**config.mk**
```make
export PLATFORM = sky130hd
export DESIGN_NAME = gpio_msg_receiver
export DESIGN_NICKNAME = d
export VERILOG_FILES = /design/src/rtl/gpio_msg_receiver.sv
export SDC_FILE = /design/constraint.sdc
export NUM_CORES = 1
export LEC_CHECK = 0
export CAP_MARGIN = 15
export CORE_UTILIZATION = 31
export DETAILED_ROUTE_END_ITERATION = 6
export PLACE_DENSITY = 0.47
export SYNTH_ARGS = -nofsm -noshare
export SYNTH_HDL_FRONTEND = slang
export SYNTH_SLANG_ARGS = --single-unit
```
**constraint.sdc**
```tcl
create_clock -name clock -period 8.9 [get_ports clock]
set_input_delay 2.67 -clock clock [delete_from_list [all_inputs] [get_ports clock]]
set_output_delay 2.67 -clock clock [all_outputs]
set_load 0.02 [all_outputs]
```
**src/rtl/gpio_msg_receiver.sv**
```systemverilog
// rtl/gpio_msg_receiver.sv - GPIO link message receiver: 4x32-bit capture, message FIFO, valid/ready output
// Optional status counters built only when GPIO_RX_STATUS_EN is defined.
`timescale 1ns/1ps

module gpio_msg_receiver #(
    parameter int DEPTH = 2
) (
    input  logic         clock,
    input  logic         resetn,
    input  logic [31:0]  link_data,
    input  logic         link_ready,
    output logic         link_space,
    output logic         link_ack,
    output logic [127:0] msg_data,
    output logic         msg_valid,
    input  logic         msg_ready,
    output logic         rx_error,
    output logic [15:0]  rx_msg_count,
    output logic [15:0]  rx_err_count
);

    localparam int AW = $clog2(DEPTH);
    localparam int CW = AW + 1;

    typedef enum logic [1:0] {
        S_IDLE  = 2'd0,
        S_BURST = 2'd1,
        S_ACK   = 2'd2
    } state_t;

    state_t         r_state;
    state_t         w_state_nxt;
    logic [1:0]     r_idx;
    logic [1:0]     w_idx_nxt;
    logic [95:0]    r_cap;
    logic           w_cap_en;
    logic           w_push;
    logic           w_pop;
    logic           w_abort;
    logic           r_rx_error;
    logic [127:0]   w_push_data;

    logic [127:0]   r_mem [DEPTH];
    logic [AW-1:0]  r_wr_ptr;
    logic [AW-1:0]  r_rd_ptr;
    logic [CW-1:0]  r_count;
    logic           w_fifo_has_room;

    // link_space must depend only on registers so the peer sees no combinational loop
    assign w_fifo_has_room = (r_count < CW'(DEPTH));
    assign link_space      = (r_state == S_IDLE) && w_fifo_has_room;
    assign link_ack        = (r_state == S_ACK);
    assign msg_valid       = (r_count != '0);
    assign msg_data        = msg_valid ? r_mem[r_rd_ptr] : '0;
    assign rx_error        = r_rx_error;
    assign w_pop           = msg_valid && msg_ready;
    assign w_push_data     = {link_data, r_cap};

    always_ff @(posedge clock or negedge resetn) begin
        if (!resetn) begin
            r_state    <= S_IDLE;
            r_idx      <= 2'd0;
            r_rx_error <= 1'b0;
        end else begin
            r_state    <= w_state_nxt;
            r_idx      <= w_idx_nxt;
            r_rx_error <= w_abort;
        end
    end

    always_comb begin
        w_state_nxt = r_state;
        w_idx_nxt   = r_idx;
        w_cap_en    = 1'b0;
        w_push      = 1'b0;
        w_abort     = 1'b0;
        case (r_state)
            S_IDLE: begin
                if (link_ready && link_space) begin
                    w_cap_en    = 1'b1;
                    w_idx_nxt   = 2'd1;
                    w_state_nxt = S_BURST;
                end
            end
            S_BURST: begin
                if (!link_ready) begin
                    w_abort     = 1'b1;
                    w_idx_nxt   = 2'd0;
                    w_state_nxt = S_IDLE;
                end else if (r_idx == 2'd3) begin
                    // word 3 goes straight from the pins into the FIFO entry
                    w_push      = 1'b1;
                    w_idx_nxt   = 2'd0;
                    w_state_nxt = S_ACK;
                end else begin
                    w_cap_en    = 1'b1;
                    w_idx_nxt   = r_idx + 2'd1;
                end
            end
            S_ACK: begin
                if (!link_ready) begin
                    w_idx_nxt   = 2'd0;
                    w_state_nxt = S_IDLE;
                end
            end
            default: begin
                w_idx_nxt   = 2'd0;
                w_state_nxt = S_IDLE;
            end
        endcase
    end

    always_ff @(posedge clock or negedge resetn) begin
        if (!resetn) begin
            r_cap <= '0;
        end else if (w_cap_en) begin
            case (r_idx)
                2'd0:    r_cap[31:0]  <= link_data;
                2'd1:    r_cap[63:32] <= link_data;
                2'd2:    r_cap[95:64] <= link_data;
                default: r_cap        <= r_cap;
            endcase
        end
    end

    always_ff @(posedge clock) begin
        if (w_push) begin
            r_mem[r_wr_ptr] <= w_push_data;
        end
    end

    always_ff @(posedge clock or negedge resetn) begin
        if (!resetn) begin
            r_wr_ptr <= '0;
            r_rd_ptr <= '0;
            r_count  <= '0;
        end else begin
            if (w_push) begin
                r_wr_ptr <= r_wr_ptr + AW'(1);
            end
            if (w_pop) begin
                r_rd_ptr <= r_rd_ptr + AW'(1);
            end
            case ({w_push, w_pop})
                2'b10:   r_count <= r_count + CW'(1);
                2'b01:   r_count <= r_count - CW'(1);
                default: r_count <= r_count;
            endcase
        end
    end

`ifdef GPIO_RX_STATUS_EN
    logic [15:0] r_msg_cnt;
    logic [15:0] r_err_cnt;

    always_ff @(posedge clock or negedge resetn) begin
        if (!resetn) begin
            r_msg_cnt <= 16'd0;
            r_err_cnt <= 16'd0;
        end else begin
            if (w_push && (r_msg_cnt != 16'hFFFF)) begin
                r_msg_cnt <= r_msg_cnt + 16'd1;
            end
            if (w_abort && (r_err_cnt != 16'hFFFF)) begin
                r_err_cnt <= r_err_cnt + 16'd1;
            end
        end
    end

    assign rx_msg_count = r_msg_cnt;
    assign rx_err_count = r_err_cnt;
`else
    assign rx_msg_count = 16'd0;
    assign rx_err_count = 16'd0;
`endif

endmodule

```
==> results.cfg, run 1 <==
[clock_network]
clk_pin_slew_ps = 60
clk_path_buf_depth = 3
holdBufCountCts = 0
cts_sinks = 361
cts_tree = yes
numCtsBuffers = 40
insertion_delay_ps = 550
cts_resized = 0
cts_root_buf = clkbuf_16
cts_max_level = 2
cts_setup_buffers = 0

[routing]
drt_pass1_iterations = 4
routedWlPerCell_microns = 18.1
via_per_inst = 4.35
totalWireLength_microns = 29700
drc = 0
vias = 7122
ant_nets = 0
initialDrtViolationCount = 304

[setup_path]
startpoint = r_rd_ptr$_DFFE_PN0P_
worstPathRequired_ps = 6230
start_kind = flop
worstReg2RegStart = r_state[1]$_DFFE_PN0P_
reg2regPathDepth = 4
worstPathMaxFanout = 50
r2r_end = r_mem[1][93]$_DFFE_PP_
cp.arrival_ps = 3170
rrSetupSlack_ps = 5760
crit_type = reg -> out
cp-end-kind = output port

[logic_synthesis]
seq_area_frac_synth = 0.717
synthTopCellsByCount = edfxtp_1, nor2_1, mux2i_1
syn-cell-area_sq_um = 14400
synthTopCellsByArea = edfxtp_1, dfrtp_1, mux2_4, mux2i_1, nor2_1
synth_edf_count = 256
async_reset_ff_frac = 0.291
yosys_warnings = 0
synth.most_common_cell = edfxtp_1
synth_top_area_share = 0.535
synthCells = 830
synth_area_leader_cell = edfxtp_1
yosys_register_bits = 361
ys_types = 31
ys.flop_type = edfxtp_1
syn_area_per_cell_sq_um = 17.3

[placement]
placed_cells = 1564
numPortBuffers = 167
pre_cts_slack_ps = 3090
routabilityCongestion = 0.684
dp.final_hpwl_microns = 16600
place_area_sq_um = 16500

[sta]
fin_crit_ps = 5840
worst_slack_ps = 3060
final_hold_viol_count = 0
finalCritPeriodShare = 0.656
hold_slack_ps = 469
fin_skew_ps = 12.7
timing.fmax_mhz = 171
maxSlewViolCount = 0
setup_viol = 0
slew_headroom = 0.282
tns_ps = 0
rsz0062_at_grt = no
worst_slew_pin_slew_ps = 1070

[floorplan]
dieArea_sq_um = 47200
die_x_microns = 217
rows = 78
die_y_microns = 217
start_util = 0.315
core-area_sq_um = 45600
pin_count = 200

[final_layout]
drive_above_1_share = 0.169
antenna_cells = 0
utilization = 0.390
finalNetCount = 1047
syn2layout_area_growth_pct = 23.6
fin_area_sq_um = 17800
stdcell_count = 1638

[global_routing]
grt_pass1_wl_microns = 44700
grtUsageTotal = 0.126
grt_pass1_vias = 7324
antenna_found_initial = 1
grt_max_degree = 69
grt-ovfl-total = 0

[power_and_ir_drop]
peakVddDrop_mv = 0.171
p_per_area_nw_per_um2 = 348
leakage_nw = 6.82
finalPower_mw = 6.18

[min_path]
hp-class = reg -> reg
hp-start = r_cap[0]$_DFFE_PN0P_
hold_end = r_mem[0][0]$_DFFE_PP_
whs_path_depth = 0

[status]
outcome = finished clean

[flow_run]
cap_violations = 0
how the worst max path moves through the flow:
stage,end,slack (ps)
floorplan,r_mem[0][0]$_DFFE_PP_,-190
global placement,r_mem[1][60]$_DFFE_PP_,3130
detailed placement,r_mem[1][60]$_DFFE_PP_,3090
CTS,msg_data[0],2990
global route,msg_data[24],2810
finish,msg_data[1],3060
cells by family (layout without fill, tap and decap cells):
logic type / count (synthesis) / after routing / share of synthesized area
and+or+nand+nor: 147 / 147 / 0.0412
buffers and inverters: 80 / 257 / 0.0418
xor gates and xnor gates: 5 / 5 / 0.00305
other: 1 / 32 / 0.000261
muxes: 225 / 225 / 0.189
DFF: 361 / 361 / 0.717
adders and majority gates: 5 / 5 / 0.00435
AOI/OAI and AO/OA: 6 / 6 / 0.00313
metal layers:
metal  GRT usage  share of wire  vias to the layer above
met5           0        0.00054                        -
met4      0.0371          0.020                        2
met3      0.0310          0.049                       44
met2       0.198           0.46                      189
met1       0.172           0.47                     3590
li1            -              -                     3297
layout by cell type, fill, tap and decap left out, drive strengths merged, types with 11 or more instances in the layout:
cell type / count
dfrtp: 105
buf: 13
conb: 32
clkdlybuf4s50: 166
mux2: 97
clkbuf: 56
edfxtp: 256
nor2: 132
mux2i: 128
clkinv: 11
layout make-up:
cell class	instances	area, sq um
Fill cell	4267	27800
Sequential cell	361	10300
Multi-Input combinational cell	420	3650
Timing Repair Buffer	179	1780
Clock buffer	56	1100
Tap cell	600	751
Clock inverter	18	151
Inverter	4	15.0
critical path, cell delays in order, from the launching register on:
cell and delay, ps:
dfrtp_4 650, buf_4 780, mux2i_1 310, nor2_1 180
clkdlybuf4s50_1 620
report_power, final:
part           switching [mW]  leakage (nW)  internal (mW)
Combinational            1.08          2.64           1.10
Sequential              0.213          3.57           2.20
Clock                   0.659         0.609          0.927
state kept, by name (all words and copies together), names as in the netlist:
signal / cells
r_cap: 96
r_count: 2
r_idx: 2
r_mem: 256
r_rd_ptr: 1
r_state: 2
r_wr_ptr: 1
rx_error: 1
No activity file was read; power rests on OpenSTA's default activity.
==> inputs of run 2 (changes only) <==
==> constraint.sdc (replaced) <==
create_clock -name clock -period 5.6 [get_ports clock]
set_input_delay 1.68 -clock clock [delete_from_list [all_inputs] [get_ports clock]]
set_output_delay 1.68 -clock clock [all_outputs]
set_load 0.02 [all_outputs]
==> results.cfg, run 2 (synthesis gave the netlist of run 1 again) <==
[status]
outcome = finished clean

[placement]
place_area_sq_um = 16600
pre_cts_slack_ps = 1780
numPortBuffers = 167
dp.final_hpwl_microns = 16700
routabilityCongestion = 0.685

[setup_path]
start_kind = flop
worstPathRequired_ps = 3920
crit_slowest_cell = clkdlybuf4s50_1
crit_path_end = msg_data[0]
rrSetupSlack_ps = 3170
cp-end-kind = output port
crit_type = reg -> out
worstReg2RegStart = r_idx[0]$_DFFE_PN0P_
path_cells = buf_12, mux2i_1, nor2_1, clkdlybuf4s50_1
startpoint = r_rd_ptr$_DFFE_PN0P_
r2r_end = r_cap[53]$_DFFE_PN0P_
reg2regPathDepth = 5
slowest_delay_ps = 660
worstPathMaxFanout = 62
cp.arrival_ps = 2500

[clock_network]
numCtsBuffers = 41
clk_pin_slew_ps = 60
cts_max_level = 2
clk_path_buf_depth = 3
insertion_delay_ps = 540
cts_root_buf = clkbuf_16
cts_setup_buffers = 0
cts_sinks = 361
holdBufCountCts = 0
cts_resized = 0
cts_tree = yes

[final_layout]
fin_area_sq_um = 18000
regMostFlops = r_mem
reg.largest.list = r_mem: 256 flops, r_cap: 96 flops
antenna_cells = 0
drive_above_1_share = 0.174
final_cell_mix = edfxtp_1, clkdlybuf4s50_1, nor2_1, mux2i_1, dfrtp_1
largest_register_ffs = 256
syn2layout_area_growth_pct = 24.9
final_common_cell = edfxtp_1
finalNetCount = 1051

[routing]
drt_pass1_iterations = 4
drc = 0
via_per_inst = 4.40
totalWireLength_microns = 29800
ant_nets = 0
initialDrtViolationCount = 305
routedWlPerCell_microns = 18.2
vias = 7219

[global_routing]
grt-ovfl-total = 0
grt_max_degree = 68
grt_pass1_wl_microns = 45500
grtUsageTotal = 0.128
grt_pass1_vias = 7485
antenna_found_initial = 0

[power_and_ir_drop]
pwr-share-seq = 0.381
p_sw_mw = 3.12
leakage_nw = 6.90
p_per_area_nw_per_um2 = 558
peakVddDrop_mv = 0.491
p_int_mw = 6.89
p_sw_frac = 0.312
combPwrFrac = 0.353
finalPower_mw = 10.0
p_clk_frac = 0.265

[sta]
worst_slack_ps = 1420
fin_skew_ps = 18.2
rsz0062_at_grt = no
finalCritPeriodShare = 0.746
setup_viol = 0
maxSlewViolCount = 0
worst_slew_pin_slew_ps = 753
timing.fmax_mhz = 239
slew_headroom = 0.498
final_hold_viol_count = 0
fin_crit_ps = 4180

[floorplan]
core-area_sq_um = 45600
die_x_microns = 217
dieArea_sq_um = 47200
pin_count = 200
start_util = 0.315
die_y_microns = 217
rows = 78

[min_path]
hp-class = reg -> reg

[flow_run]
cap_violations = 0
## run 2: changes by cell type in the layout (fill, tap and decap cells not counted)
| cell | change |
|---|---|
| buf_12 | +6 |
| buf_4 | -3 |
| bufinv_16 | +2 |
| clkbuf_1 | -3 |
| clkbuf_8 | +4 |
| clkinv_1 | +1 |
| clkinv_2 | -3 |
| clkinv_4 | +1 |
| clkinvlp_4 | -1 |
## run 2: layer usage
metal / global-route usage / part of all wire / routed length, microns / vias to the layer above
li1: - / - / - / 3308
met1: 0.173 / 0.47 / 14000 / 3689
met2: 0.204 / 0.47 / 13900 / 183
met3: 0.0268 / 0.045 / 1330 / 39
met4: 0.0418 / 0.019 / 579 / 0
met5: 0 / 0 / 0 / -
## run 2: power by group through the flow
stage                     combinational [mW]  sequential, mW  clock (mW)
after floorplan                         2.32            3.75           0
after global placement                  3.59            3.85           0
after detailed placement                3.60            3.86           0
after CTS                               3.62            3.82        2.76
after global routing                    3.79            3.88        2.86
final                                   3.54            3.82        2.66
## run 2: metrics by stage
step,utilization,TNS (ps),instances,hold WS [ps]
finish,0.394,0,1642,465
global route,0.394,0,1642,482
CTS,0.394,0,1642,464
detailed placement,0.365,0,1567,455
global placement,0.365,0,1567,447
floorplan,-,-91150,861,438
## run 2: critical path, delay by kind of cell, from the launching register on
kind	cells	cell delay, ps
AND/OR/NAND/NOR	1	270
multiplexers	1	140
flip-flops	1	440
buffers and inverters	2	1030
## run 2: cell type report
cell class / count / area (sq um)
clock inverters: 18 / 201
flip-flops and latches: 361 / 10300
repair buffers: 182 / 1880
fillers: 4201 / 27600
clock buffers: 57 / 1150
well taps: 600 / 751
multi-input cells: 420 / 3650
inverters: 4 / 15.0
## run 2: how the worst min path moves through the flow
stage / from / endpoint / cells after the start
floorplan: r_cap[0]$_DFFE_PN0P_ / r_mem[0][0]$_DFFE_PP_ / 0
global placement: r_cap[95]$_DFFE_PN0P_ / r_mem[0][95]$_DFFE_PP_ / 0
detailed placement: r_cap[52]$_DFFE_PN0P_ / r_mem[0][52]$_DFFE_PP_ / 0
CTS: r_cap[31]$_DFFE_PN0P_ / r_mem[0][31]$_DFFE_PP_ / 0
global route: r_cap[1]$_DFFE_PN0P_ / r_mem[0][1]$_DFFE_PP_ / 0
finish: r_cap[13]$_DFFE_PN0P_ / r_mem[1][13]$_DFFE_PP_ / 0
==> inputs of run 3 (changes only) <==
==> constraint.sdc (replaced) <==
create_clock -name clock -period 4.2 [get_ports clock]
set_input_delay 1.26 -clock clock [delete_from_list [all_inputs] [get_ports clock]]
set_output_delay 1.26 -clock clock [all_outputs]
set_load 0.02 [all_outputs]
==> results.cfg, run 3 (synthesis gave the netlist of run 1 again) <==
[routing]
drc = 0
routedWlPerCell_microns = 18.2
ant_nets = 0
initialDrtViolationCount = 377
drt_pass1_iterations = 4
via_per_inst = 4.33
vias = 7131
totalWireLength_microns = 30000

[floorplan]
dieArea_sq_um = 47200
die_y_microns = 217
rows = 78
die_x_microns = 217
start_util = 0.315
pin_count = 200
core-area_sq_um = 45600

[clock_network]
cts_setup_buffers = 0
cts_root_buf = clkbuf_16
holdBufCountCts = 0
numCtsBuffers = 41
insertion_delay_ps = 540
cts_max_level = 2
cts_tree = yes
cts_resized = 0
clk_pin_slew_ps = 50
clk_path_buf_depth = 3
cts_sinks = 361

[sta]
timing.fmax_mhz = 264
final_hold_viol_count = 0
tns_ps = 0
finalCritPeriodShare = 0.902
worst_slew_pin_slew_ps = 1040
rsz0062_at_grt = no
fin_skew_ps = 9.44
slew_headroom = 0.309
fin_crit_ps = 3790
setup_viol = 0
maxSlewViolCount = 0

[final_layout]
regMostFlops = r_mem
multi_input_area_sq_um = 3650
seqCellArea_sq_um = 10300
final_common_cell = edfxtp_1
syn2layout_area_growth_pct = 25.3
largest_register_ffs = 256
drive_above_1_share = 0.171
finalNetCount = 1057
reg.largest.list = r_mem: 256 flops, r_cap: 96 flops
final_cell_mix = edfxtp_1, clkdlybuf4s50_1, nor2_1, mux2i_1, dfrtp_1
antenna_cells = 0
fillers = 4209

[flow_run]
cap_violations = 0

[power_and_ir_drop]
p_sw_mw = 4.12
pwr-share-seq = 0.389
leakage_nw = 6.92
peakVddDrop_mv = 0.353
combPwrFrac = 0.357
finalPower_mw = 13.2
p_per_area_nw_per_um2 = 731
p_clk_frac = 0.253
p_int_mw = 9.05
p_sw_frac = 0.313

[setup_path]
worstPathMaxFanout = 17
worstPathRequired_ps = 2940
crit_slowest_cell = dfrtp_4
worstReg2RegStart = r_state[1]$_DFFE_PN0P_
cp.arrival_ps = 2530
crit_type = reg -> out
start_kind = flop
startpoint = r_rd_ptr$_DFFE_PN0P_
path_cells = buf_4, mux2i_1, nor2_1, clkdlybuf4s50_1
cp-end-kind = output port
slowest_delay_ps = 630

[placement]
routabilityCongestion = 0.697
numPortBuffers = 167
dp.final_hpwl_microns = 17200

[global_routing]
antenna_found_initial = 1
grt_pass1_wl_microns = 45800
grt_pass1_vias = 7430
grtUsageTotal = 0.129
grt-ovfl-total = 0
grt_max_degree = 130

[min_path]
hp-class = reg -> reg
hp-start = r_cap[73]$_DFFE_PN0P_

[status]
outcome = finished clean
run 3: changes by cell type in the layout (fill, tap and decap cells not counted), sizes merged:
| cell | change |
|---|---|
| clkbuf | +9 |
| buf | +6 |
| bufinv | -4 |
| clkinv | -2 |
| clkinvlp | -2 |
| inv | -1 |
run 3: area by class of cell:
class | instances | area share
clock buffers | 66 | 0.0678
well taps | 600 | 0.0417
flip-flops and latches | 361 | 0.573
multi-input cells | 420 | 0.202
clock inverters | 9 | 0.00236
repair buffers | 188 | 0.112
inverters | 4 | 0.000833
run 3: power groups by stage:
| stage | Sequential, mW | Clock [mW] | Combinational, mW |
|---|---|---|---|
| CTS | 5.13 | 3.44 | 4.82 |
| global placement | 5.16 | 0 | 4.78 |
| global route | 5.21 | 3.60 | 5.04 |
| floorplan | 5.00 | 0 | 3.09 |
| detailed placement | 5.20 | 0 | 4.80 |
| finish | 5.13 | 3.34 | 4.71 |
run 3: final timing paths:
check / end / slack, ps / depth (start not counted)
min in group asynchronous: r_idx[1]$_DFFE_PN0P_ / 900 / 1
max in group asynchronous: r_cap[39]$_DFFE_PN0P_ / 2470 / 2
hold reg to reg: r_mem[0][73]$_DFFE_PP_ / 460 / 0
setup / recovery: msg_data[94] / 410 / 4
setup reg to reg: r_mem[1][125]$_DFFE_PP_ / 1800 / 4
hold / removal: r_mem[0][73]$_DFFE_PP_ / 460 / 0
run 3: stage by stage:
| step | hold slack, ps | utilization | cells | cell area, sq um | setup slack (ps) |
|---|---|---|---|---|---|
| finish | 464 | 0.395 | 1648 | 18000 | 412 |
| CTS | 461 | 0.395 | 1648 | 18000 | 347 |
| global route | 474 | 0.395 | 1648 | 18000 | 281 |
| floorplan | 438 | - | 861 | 14500 | -1340 |
| detailed placement | 455 | 0.368 | 1573 | 16800 | 612 |
| global placement | 447 | 0.368 | 1573 | 16800 | 640 |
run 3: worst max-delay path, delay by kind of cell, from the launching register on:
family,cells,cell delay [ps]
muxes,1,360
DFF,1,630
and+or+nand+nor,1,70
buffers and inverters,2,920
run 3: metal layers:
layer	GRT usage	vias to the layer above	part of all wire
li1	-	3318	-
met1	0.176	3594	0.47
met2	0.206	173	0.47
met3	0.0253	44	0.039
met4	0.0451	2	0.021
met5	0	-	0.00040
